File: src/rtl/cpu_pc_sequencer_if.sv
// Sequencer-side view of the controller handshake: next-PC select, qualifiers,
// interrupt request, and the PC/IFF/stack status returned to the controller.
interface cpu_pc_sequencer_if #(
    parameter int PC_W = 16
);
    logic            en;
    logic [1:0]      SPC;
    logic            call;
    logic            reti;
    logic [PC_W-1:0] target;
    logic            ei;
    logic            di;
    logic            irq_req;
    logic            clr_err;
    logic [PC_W-1:0] PC;
    logic            IFF;
    logic            irq_ack;
    logic            stack_empty;
    logic            stack_full;
    logic            ovf_err;
    logic            unf_err;

    modport master (
        output en, SPC, call, reti, target, ei, di, irq_req, clr_err,
        input  PC, IFF, irq_ack, stack_empty, stack_full, ovf_err, unf_err
    );

    modport slave (
        input  en, SPC, call, reti, target, ei, di, irq_req, clr_err,
        output PC, IFF, irq_ack, stack_empty, stack_full, ovf_err, unf_err
    );
endinterface

File: src/rtl/cpu_pc_sequencer.sv
// Program counter, hardware return-address stack and interrupt-enable flop,
// sequenced by the controller's 2-bit next-PC select.
module cpu_pc_sequencer #(
    parameter int              PC_W        = 16,
    parameter int              STACK_DEPTH = 8,
    parameter logic [PC_W-1:0] RESET_VEC   = '0,
    parameter logic [PC_W-1:0] IRQ_VEC     = PC_W'(4)
) (
    input logic                clk,
    input logic                rst,
    cpu_pc_sequencer_if.slave  bus
);
    localparam int SP_W = $clog2(STACK_DEPTH) + 1;
    localparam int IX_W = SP_W - 1;

    typedef enum logic [1:0] {
        SPC_SEQ  = 2'd0,
        SPC_JMP  = 2'd1,
        SPC_RET  = 2'd2,
        SPC_SKIP = 2'd3
    } spc_e;

    logic [PC_W-1:0] r_pc;
    logic [PC_W-1:0] r_stack [STACK_DEPTH];
    logic [SP_W-1:0] r_sp;
    logic            r_iff;
    logic            r_ack;
    logic            r_ovf;
    logic            r_unf;

    spc_e            w_spc;
    logic            w_empty;
    logic            w_full;
    logic [SP_W-1:0] w_sp_m1;
    logic [PC_W-1:0] w_top;
    logic [PC_W-1:0] w_pc_inc1;
    logic [PC_W-1:0] w_pc_inc2;
    logic [PC_W-1:0] w_seq_pc;
    logic [PC_W-1:0] w_pc_next;
    logic [PC_W-1:0] w_push_data;
    logic            w_take;
    logic            w_push;
    logic            w_pop;

    assign w_spc     = spc_e'(bus.SPC);
    assign w_empty   = (r_sp == '0);
    assign w_full    = (r_sp == SP_W'(STACK_DEPTH));
    assign w_sp_m1   = r_sp - SP_W'(1);
    assign w_top     = r_stack[w_sp_m1[IX_W-1:0]];
    assign w_pc_inc1 = r_pc + PC_W'(1);
    assign w_pc_inc2 = r_pc + PC_W'(2);

    always_comb begin
        w_seq_pc = w_pc_inc1;
        unique case (w_spc)
            SPC_SEQ:  w_seq_pc = w_pc_inc1;
            SPC_JMP:  w_seq_pc = bus.target;
            SPC_RET:  w_seq_pc = w_empty ? w_pc_inc1 : w_top;
            SPC_SKIP: w_seq_pc = w_pc_inc2;
        endcase
        // Calls and returns already own the stack this cycle, so they defer the interrupt.
        w_take      = bus.en & bus.irq_req & r_iff
                    & ~((w_spc == SPC_JMP) & bus.call) & (w_spc != SPC_RET);
        w_push      = bus.en & (((w_spc == SPC_JMP) & bus.call) | w_take);
        w_push_data = w_take ? w_seq_pc : w_pc_inc1;
        w_pop       = bus.en & (w_spc == SPC_RET);
        w_pc_next   = w_take ? IRQ_VEC : w_seq_pc;
    end

    always_ff @(posedge clk or posedge rst) begin
        if (rst) begin
            r_pc  <= RESET_VEC;
            r_sp  <= '0;
            r_iff <= 1'b0;
            r_ack <= 1'b0;
            r_ovf <= 1'b0;
            r_unf <= 1'b0;
        end else begin
            r_ack <= w_take;
            if (bus.en) begin
                r_pc <= w_pc_next;
            end
            if (w_push && !w_full) begin
                r_sp <= r_sp + SP_W'(1);
            end else if (w_pop && !w_empty) begin
                r_sp <= w_sp_m1;
            end
            if (w_take || bus.di) begin
                r_iff <= 1'b0;
            end else if (bus.ei || (w_pop && bus.reti)) begin
                r_iff <= 1'b1;
            end
            r_ovf <= (w_push & w_full)  | (r_ovf & ~bus.clr_err);
            r_unf <= (w_pop  & w_empty) | (r_unf & ~bus.clr_err);
        end
    end

    always_ff @(posedge clk) begin
        if (w_push && !w_full) begin
            r_stack[r_sp[IX_W-1:0]] <= w_push_data;
        end
    end

    assign bus.PC          = r_pc;
    assign bus.IFF         = r_iff;
    assign bus.irq_ack     = r_ack;
    assign bus.stack_empty = w_empty;
    assign bus.stack_full  = w_full;
    assign bus.ovf_err     = r_ovf;
    assign bus.unf_err     = r_unf;
endmodule

File: src/flat_wrapper.sv
// flat-port wrapper written by rule: the top's interface ports become plain ports
module cpu_pc_sequencer_flat 
#(
    parameter int              PC_W        = 16,
    parameter int              STACK_DEPTH = 8,
    parameter logic [PC_W-1:0] RESET_VEC   = '0,
    parameter logic [PC_W-1:0] IRQ_VEC     = PC_W'(4)
)
  (clk, rst, bus_en, bus_SPC, bus_call, bus_reti, bus_target, bus_ei, bus_di, bus_irq_req, bus_clr_err, bus_PC, bus_IFF, bus_irq_ack, bus_stack_empty, bus_stack_full, bus_ovf_err, bus_unf_err);
  cpu_pc_sequencer_if #(.PC_W(PC_W)) bus_i ();
  input logic clk;
  input logic rst;
  input wire logic [$bits(bus_i.en)-1:0] bus_en;
  input wire logic [$bits(bus_i.SPC)-1:0] bus_SPC;
  input wire logic [$bits(bus_i.call)-1:0] bus_call;
  input wire logic [$bits(bus_i.reti)-1:0] bus_reti;
  input wire logic [$bits(bus_i.target)-1:0] bus_target;
  input wire logic [$bits(bus_i.ei)-1:0] bus_ei;
  input wire logic [$bits(bus_i.di)-1:0] bus_di;
  input wire logic [$bits(bus_i.irq_req)-1:0] bus_irq_req;
  input wire logic [$bits(bus_i.clr_err)-1:0] bus_clr_err;
  output wire logic [$bits(bus_i.PC)-1:0] bus_PC;
  output wire logic [$bits(bus_i.IFF)-1:0] bus_IFF;
  output wire logic [$bits(bus_i.irq_ack)-1:0] bus_irq_ack;
  output wire logic [$bits(bus_i.stack_empty)-1:0] bus_stack_empty;
  output wire logic [$bits(bus_i.stack_full)-1:0] bus_stack_full;
  output wire logic [$bits(bus_i.ovf_err)-1:0] bus_ovf_err;
  output wire logic [$bits(bus_i.unf_err)-1:0] bus_unf_err;
  assign bus_i.en = bus_en;
  assign bus_i.SPC = bus_SPC;
  assign bus_i.call = bus_call;
  assign bus_i.reti = bus_reti;
  assign bus_i.target = bus_target;
  assign bus_i.ei = bus_ei;
  assign bus_i.di = bus_di;
  assign bus_i.irq_req = bus_irq_req;
  assign bus_i.clr_err = bus_clr_err;
  assign bus_PC = bus_i.PC;
  assign bus_IFF = bus_i.IFF;
  assign bus_irq_ack = bus_i.irq_ack;
  assign bus_stack_empty = bus_i.stack_empty;
  assign bus_stack_full = bus_i.stack_full;
  assign bus_ovf_err = bus_i.ovf_err;
  assign bus_unf_err = bus_i.unf_err;
  cpu_pc_sequencer #(.PC_W(PC_W), .STACK_DEPTH(STACK_DEPTH), .RESET_VEC(RESET_VEC), .IRQ_VEC(IRQ_VEC)) u_core (.clk(clk), .rst(rst), .bus(bus_i));
endmodule
File: config.mk
export PLATFORM = sky130hd
export DESIGN_NAME = cpu_pc_sequencer_flat
export DESIGN_NICKNAME = d
export VERILOG_FILES = /design/src/rtl/cpu_pc_sequencer_if.sv /design/src/rtl/cpu_pc_sequencer.sv /design/src/flat_wrapper.sv
export SDC_FILE = /design/constraint.sdc
export NUM_CORES = 1
export LEC_CHECK = 0
export BUFFER_PORTS_ARGS = -buffer_cell sky130_fd_sc_hd__buf_2
export CORE_MARGIN = 2
export CORE_UTILIZATION = 61
export CTS_CLUSTER_DIAMETER = 40
export DETAILED_ROUTE_END_ITERATION = 8
export GPL_TIMING_DRIVEN = 0
export PLACE_DENSITY = 0.77
export SYNTH_ARGS = -nofsm -noshare
export SYNTH_HDL_FRONTEND = slang
export SYNTH_SLANG_ARGS = --single-unit
File: constraint.sdc
create_clock -name clk -period 4.3 [get_ports clk]
set_clock_uncertainty 0.2 [all_clocks]
set_input_delay 0.86 -clock clk [delete_from_list [all_inputs] [get_ports clk]]
set_output_delay 0.86 -clock clk [all_outputs]
set_load 0.03 [all_outputs]
======== Word-level counts from Yosys, hierarchy flattened ========
Memory sizes are Yosys's and may differ from the RTL's.
Index checks and enable logic that the tools add are counted.
storage, ports and cells
  word-level logic and storage cells ...... 53
  RAM bits ................................ 128
  register bits after elaboration ......... 24
  input bits .............................. 27
  memories kept ........................... 1
cells by class
  mux-type cells .......................... 10
  add/subtract/negate cells ............... 4
  reduce and logical (&&, ||, !) cells .... 11
  bitwise operators ....................... 16
  equal/unequal tests ..................... 5
memories
  memory          words  bits a word  rd ports  clocked after Yosys merged registers in  write ports  RTL line                text
  u_core.r_stack  8      16           1         0                                        1            cpu_pc_sequencer.sv:24  logic [PC_W-1:0] r_stack [STACK_DEPTH];
operators with widths
  operator                                                            number
  16-bit one-hot mux with 4 select lines                              1
  16-bit 2-to-1 mux                                                   3
  16-bit by 1-bit adder with 16-bit output, second input constant     1
  16-bit by 2-bit adder with 16-bit output, second input constant     1
  1-bit AND                                                           11
  4-bit 2-to-1 mux                                                    2
  4-bit by 1-bit adder with 4-bit output, second input constant       1
  2-bit == test, second input constant                                2
  4-bit == test, second input constant                                1
  4-bit zero test                                                     1
  1-bit 2-to-1 mux                                                    4
  2-bit nonzero test                                                  2
  4-bit by 1-bit subtractor with 4-bit output, second input constant  1
  1-bit logical AND                                                   3
  1-bit bitwise OR                                                    3
  2-bit by 1-bit == test with 1-bit output, second input constant     1
  1-bit zero test                                                     2
  2-bit zero test                                                     1
  1-bit logical OR                                                    2
  2-bit != test, second input constant                                1
  1-bit inverter                                                      2

======== Longest topological paths before layout ========
  depth after elaboration ................. 10
  mapped depth ............................ 11

======== Worst setup path after synthesis ========
No wires, ideal clock.
  path kind ............................... input-to-reg
  start point ............................. input port bus_SPC[0]
  end point ............................... memory u_core.r_stack[0][0] (enable)
  path slack .............................. 0.462 ns
  path buffers ............................ 1
  data arrival time ....................... 3.208 ns
  cell stages on the path ................. 5
  cell sequence ........................... clkbuf_1 -> nand3_1 -> o21ai_0 -> nand3_1 -> nor4_1
between the ends
  word-level cells in the longest chain between the ends .. 10
ends and longest elaborated chain
  item                                      RTL line                                        text
  start: declaration                        flat_wrapper.sv:14                              input wire logic [$bits(bus_i.SPC)-1:0] bus_SPC;
  2-bit by 1-bit == test with 1-bit output  cpu_pc_sequencer.sv:63, cpu_pc_sequencer.sv:64
  1-bit AND                                 cpu_pc_sequencer.sv:63, cpu_pc_sequencer.sv:64
  1-bit inverter                            cpu_pc_sequencer.sv:63                          & ~((w_spc == SPC_JMP) & bus.call) & (w_spc != SPC_RET);
  1-bit AND (2 in a row)                    cpu_pc_sequencer.sv:63
  1-bit bitwise OR *                        cpu_pc_sequencer.sv:64                          w_push = bus.en & (((w_spc == SPC_JMP) & bus.call) | w_take);
  1-bit AND *                               cpu_pc_sequencer.sv:64
  1-bit logical AND *                       cpu_pc_sequencer.sv:99                          if (w_push && !w_full) begin
  1-bit 2-to-1 mux *                        cpu_pc_sequencer.sv:99
  1-bit 2-to-1 mux (not written as such) *  cpu_pc_sequencer.sv:100                         r_stack[r_sp[IX_W-1:0]] <= w_push_data;
  end: declaration                          cpu_pc_sequencer.sv:24
Every way passes the cells marked *; elsewhere a longest branch is shown, timed or not.

======== Worst setup path in the final report ========
  start point ............................. register u_core.r_sp[1]
  end point ............................... memory u_core.r_stack[6][6], data pin
between the ends
  word-level cells in the longest chain between the ends .. 5
ends and longest elaborated chain
  item                                         RTL line                text
  start: declaration                           cpu_pc_sequencer.sv:25  logic [SP_W-1:0] r_sp;
  start signal: assignment                     cpu_pc_sequencer.sv:84  r_sp <= r_sp + SP_W'(1);
  start signal: assignment                     cpu_pc_sequencer.sv:86  r_sp <= w_sp_m1;
  4-bit by 1-bit subtractor with 4-bit output  cpu_pc_sequencer.sv:48  assign w_sp_m1 = r_sp - SP_W'(1);
  memory read 8 x 16 bit                       -
  16-bit 2-to-1 mux *                          cpu_pc_sequencer.sv:58  SPC_RET: w_seq_pc = w_empty ? w_pc_inc1 : w_top;
  16-bit one-hot mux with 4 select lines *     cpu_pc_sequencer.sv:55  unique case (w_spc)
  16-bit 2-to-1 mux *                          cpu_pc_sequencer.sv:65  w_push_data = w_take ? w_seq_pc : w_pc_inc1;
  named net u_core.w_push_data[6]              cpu_pc_sequencer.sv:40  logic [PC_W-1:0] w_push_data;
Mark *: on every way through the listed nets, which the timed path passes. The rest lies on a longest branch.

==> impl_metrics.ini <==
[cells_and_area]
multi_input_area_mm2 = 0.00268
antennaDiodeCount = 0
layout-drive-gt1-share_pct = 24.7
nets = 658
seq_area_mm2 = 0.00444
final_cell_area_mm2 = 0.00856
stdcell_count = 787
area_growth_syn_to_layout_pct = 16.6
n_fill_cell = 782

[setup_path]
startpoint_type = flip-flop
crit_fanout = 10
path_common_cell = clkbuf_1
required_ps = 4180
cp-startpoint = u_core.r_sp[1]$_DFFE_PP0P_
worst_setup_path_end_kind = flip-flop
slowest_delay_ps = 890
slowest_stage = a211oi_1
crit_chain = clkbuf_1 -> inv_1 -> ha_1 -> xnor2_1 -> clkbuf_1 -> nand2_1 -> a32o_1 -> a211oi_1
critical_path_arrival_ps = 3880
reg2reg_from = u_core.r_sp[1]$_DFFE_PP0P_
ff2ff_path_depth = 8
critical_path_class = reg2reg

[power_and_ir_drop]
p_leak_nw = 3.07
switching_share_pct = 38.0
power.total_mw = 6.05
p_comb_share_pct = 40.8
p_per_area_mw_per_mm2 = 707
intPower_mw = 3.75
p_sw_mw = 2.30
vdd_ir_drop_max_mv = 0.495
clock_power_share_pct = 26.0
p_seq_share_pct = 33.2

[die]
core_area_mm2 = 0.0119
die_x_um = 114
initial_core_util_pct = 61.9
row_count = 40
die_h_um = 114
io_pins = 49
die_area_mm2 = 0.0129

[drt]
drt-initial-drc-count = 960
finalWirelength_mm = 21.2
routedWlPerCell_um = 27.0
drc_errors = 0
vias_per_cell = 6.88
num_vias = 5413
ant_nets = 0
drtPass1Iterations = 7

[grt]
grt_antenna_before_repair = 0
grt_util_met1_pct = 48.3
grt_pass1_wl_mm = 32.2
gr-max-usage-layer = met2
track_usage_pct = 34.9
grtUsageMet2_pct = 54.8
grt_max_degree = 25
grt_overflow = 0
met3_usage_pct = 6.85
grt_pass1_vias = 5274

[clock_network]
cts_resized = 0
htreeDepth = 4
clock-sinks = 152
clk_path_buf_depth = 2
clock_latency_ps = 430
numCtsBuffers = 17
cts_tree = done
clkTransAtPathRegs_ps = 70
cts_root_buf = clkbuf_16
cts_hold_buf = 0
postCtsSetupRepairBufs = 0

[logic_synthesis]
ys_async_sr_fraction_pct = 15.8
netlist.area_leader.share_pct = 52.4
synth_area_mm2 = 0.00734
synth.avg_cell_area_um2 = 13.3
ys.flop_type = edfxtp_1
yosysWarnings = 0
synth_nets = 581
yosysMostFrequentCell = edfxtp_1
synthCells = 550
ys_seq_elements = 152
ys_types = 66
synth_common_cells = 128 x edfxtp_1, 55 x nand2_1, 34 x nor2_1
synth_edf_count = 128
synthTopCellsByArea = edfxtp_1 52%, dfrtp_1 8.2%, mux4_2 8.0%, nand2_1 2.8%, xnor2_1 2.5%
yosysSeqAreaShare_pct = 60.6
synth_top_cell_by_area = edfxtp_1

[sta]
holdWs_ps = 289
rsz0062_at_grt = no
worst-slew-pin-transition_ps = 1170
max_slew_margin_pct = 21.5
period_share_pct = 93.1
finalHoldViolations = 0
min_period_ps = 4010
final.setup.tns_ps = 0
drv_slew = 0
setup_viol = 0
fmaxAchievable_ghz = 0.250

[min_path]
hold_depth = 1
min_path_type = reg2reg
min-delay-start = u_core.r_sp[3]$_DFFE_PP0P_

[placed_design]
hpwl_mm = 14.5
place_inst = 755
port_buffers = 48
placed_area_mm2 = 0.00794
gp_congestion = 1.01

[flow_run]
maxCapViolCount = 0

[outcome]
run_status = finished clean
-- kinds of logic after synthesis --
group | share of synthesized area [%]
AND/OR/NAND/NOR | 10.4
flip-flops | 60.6
AO/OA/AOI/OAI | 10.5
buffers and inverters | 3.43
multiplexers | 11.0
XOR/XNOR | 3.34
adder cells (fa/ha/maj) | 0.682
-- final timing paths --
path	slack, ps	endpoint
setup reg to reg	290	u_core.r_stack[6][6]$_DFFE_PP_
setup / recovery	290	u_core.r_stack[6][6]$_DFFE_PP_
hold / removal	290	u_core.r_sp[3]$_DFFE_PP0P_
min in group asynchronous	490	u_core.bus.PC[7]$_DFFE_PP0P_
max in group asynchronous	2770	u_core.bus.PC[11]$_DFFE_PP0P_
hold reg to reg	290	u_core.r_sp[3]$_DFFE_PP0P_
-- cell type report --
| class | count | area share [%] |
|---|---|---|
| flip-flops and latches | 152 | 51.9 |
| inverters | 18 | 0.790 |
| clock inverters | 15 | 2.24 |
| plain buffers | 34 | 2.15 |
| repair buffers | 58 | 4.50 |
| multi-input cells | 346 | 31.3 |
| well taps | 147 | 2.15 |
| clock buffers | 17 | 4.97 |
-- sequential cells by signal (all words and copies together) (netlist names) --
signal / flops
u_core.r_stack: 128
u_core.bus.irq_ack: 1
u_core.bus.IFF: 1
u_core.bus.ovf_err: 1
u_core.r_sp: 4
u_core.bus.unf_err: 1
u_core.bus.PC: 16
-- layout by cell type, fill, tap and decap left out, types with 5 or more instances in the layout --
master,Yosys,final
edfxtp_1,128,128
buf_2,15,63
nand2_1,55,55
nor2_1,34,31
mux4_2,26,26
dfrtp_1,24,24
a21oi_1,23,23
nand3_1,21,21
xnor2_1,21,21
clkbuf_16,0,17
mux2i_1,16,16
o21ai_0,14,14
nor3_1,18,14
clkbuf_1,13,13
inv_1,13,13
a211oi_1,12,12
buf_6,4,8
xor2_1,7,7
nand4_1,6,6
o211ai_1,6,6
a22oi_1,5,5
-- routing by layer --
metal | part of all wire [%] | vias up
met4 | 3.2 | 0
met2 | 48 | 386
li1 | - | 2282
met5 | 0 | -
met1 | 39 | 2677
met3 | 9.6 | 68
-- critical path: cells and delay by family, from the launching register on --
family          cells  cell delay, ps
xor+xnor            1             490
simple gates        1             180
fa+ha+maj           1             270
flops               1             360
buf+inv             3             930
compound gates      2            1200
-- metrics by stage --
step                      setup slack [ps]  utilization, %
after floorplan                        462               -
after global placement               -1700            65.4
after detailed placement               364            66.9
after CTS                              367            72.1
after global routing                  97.9            72.1
final                                  295            72.1
-- power by group through the flow --
stage,Clock [mW],Combinational [mW],Sequential [mW]
6_report,1.57,2.46,2.01
2_1_floorplan,0,1.59,2.12
3_5_place_dp,0,2.40,2.03
4_1_cts,1.58,2.42,2.01
5_1_grt,1.63,2.61,2.02
3_3_place_gp,0,2.30,2.03
(Power assumes the default switching activity.)
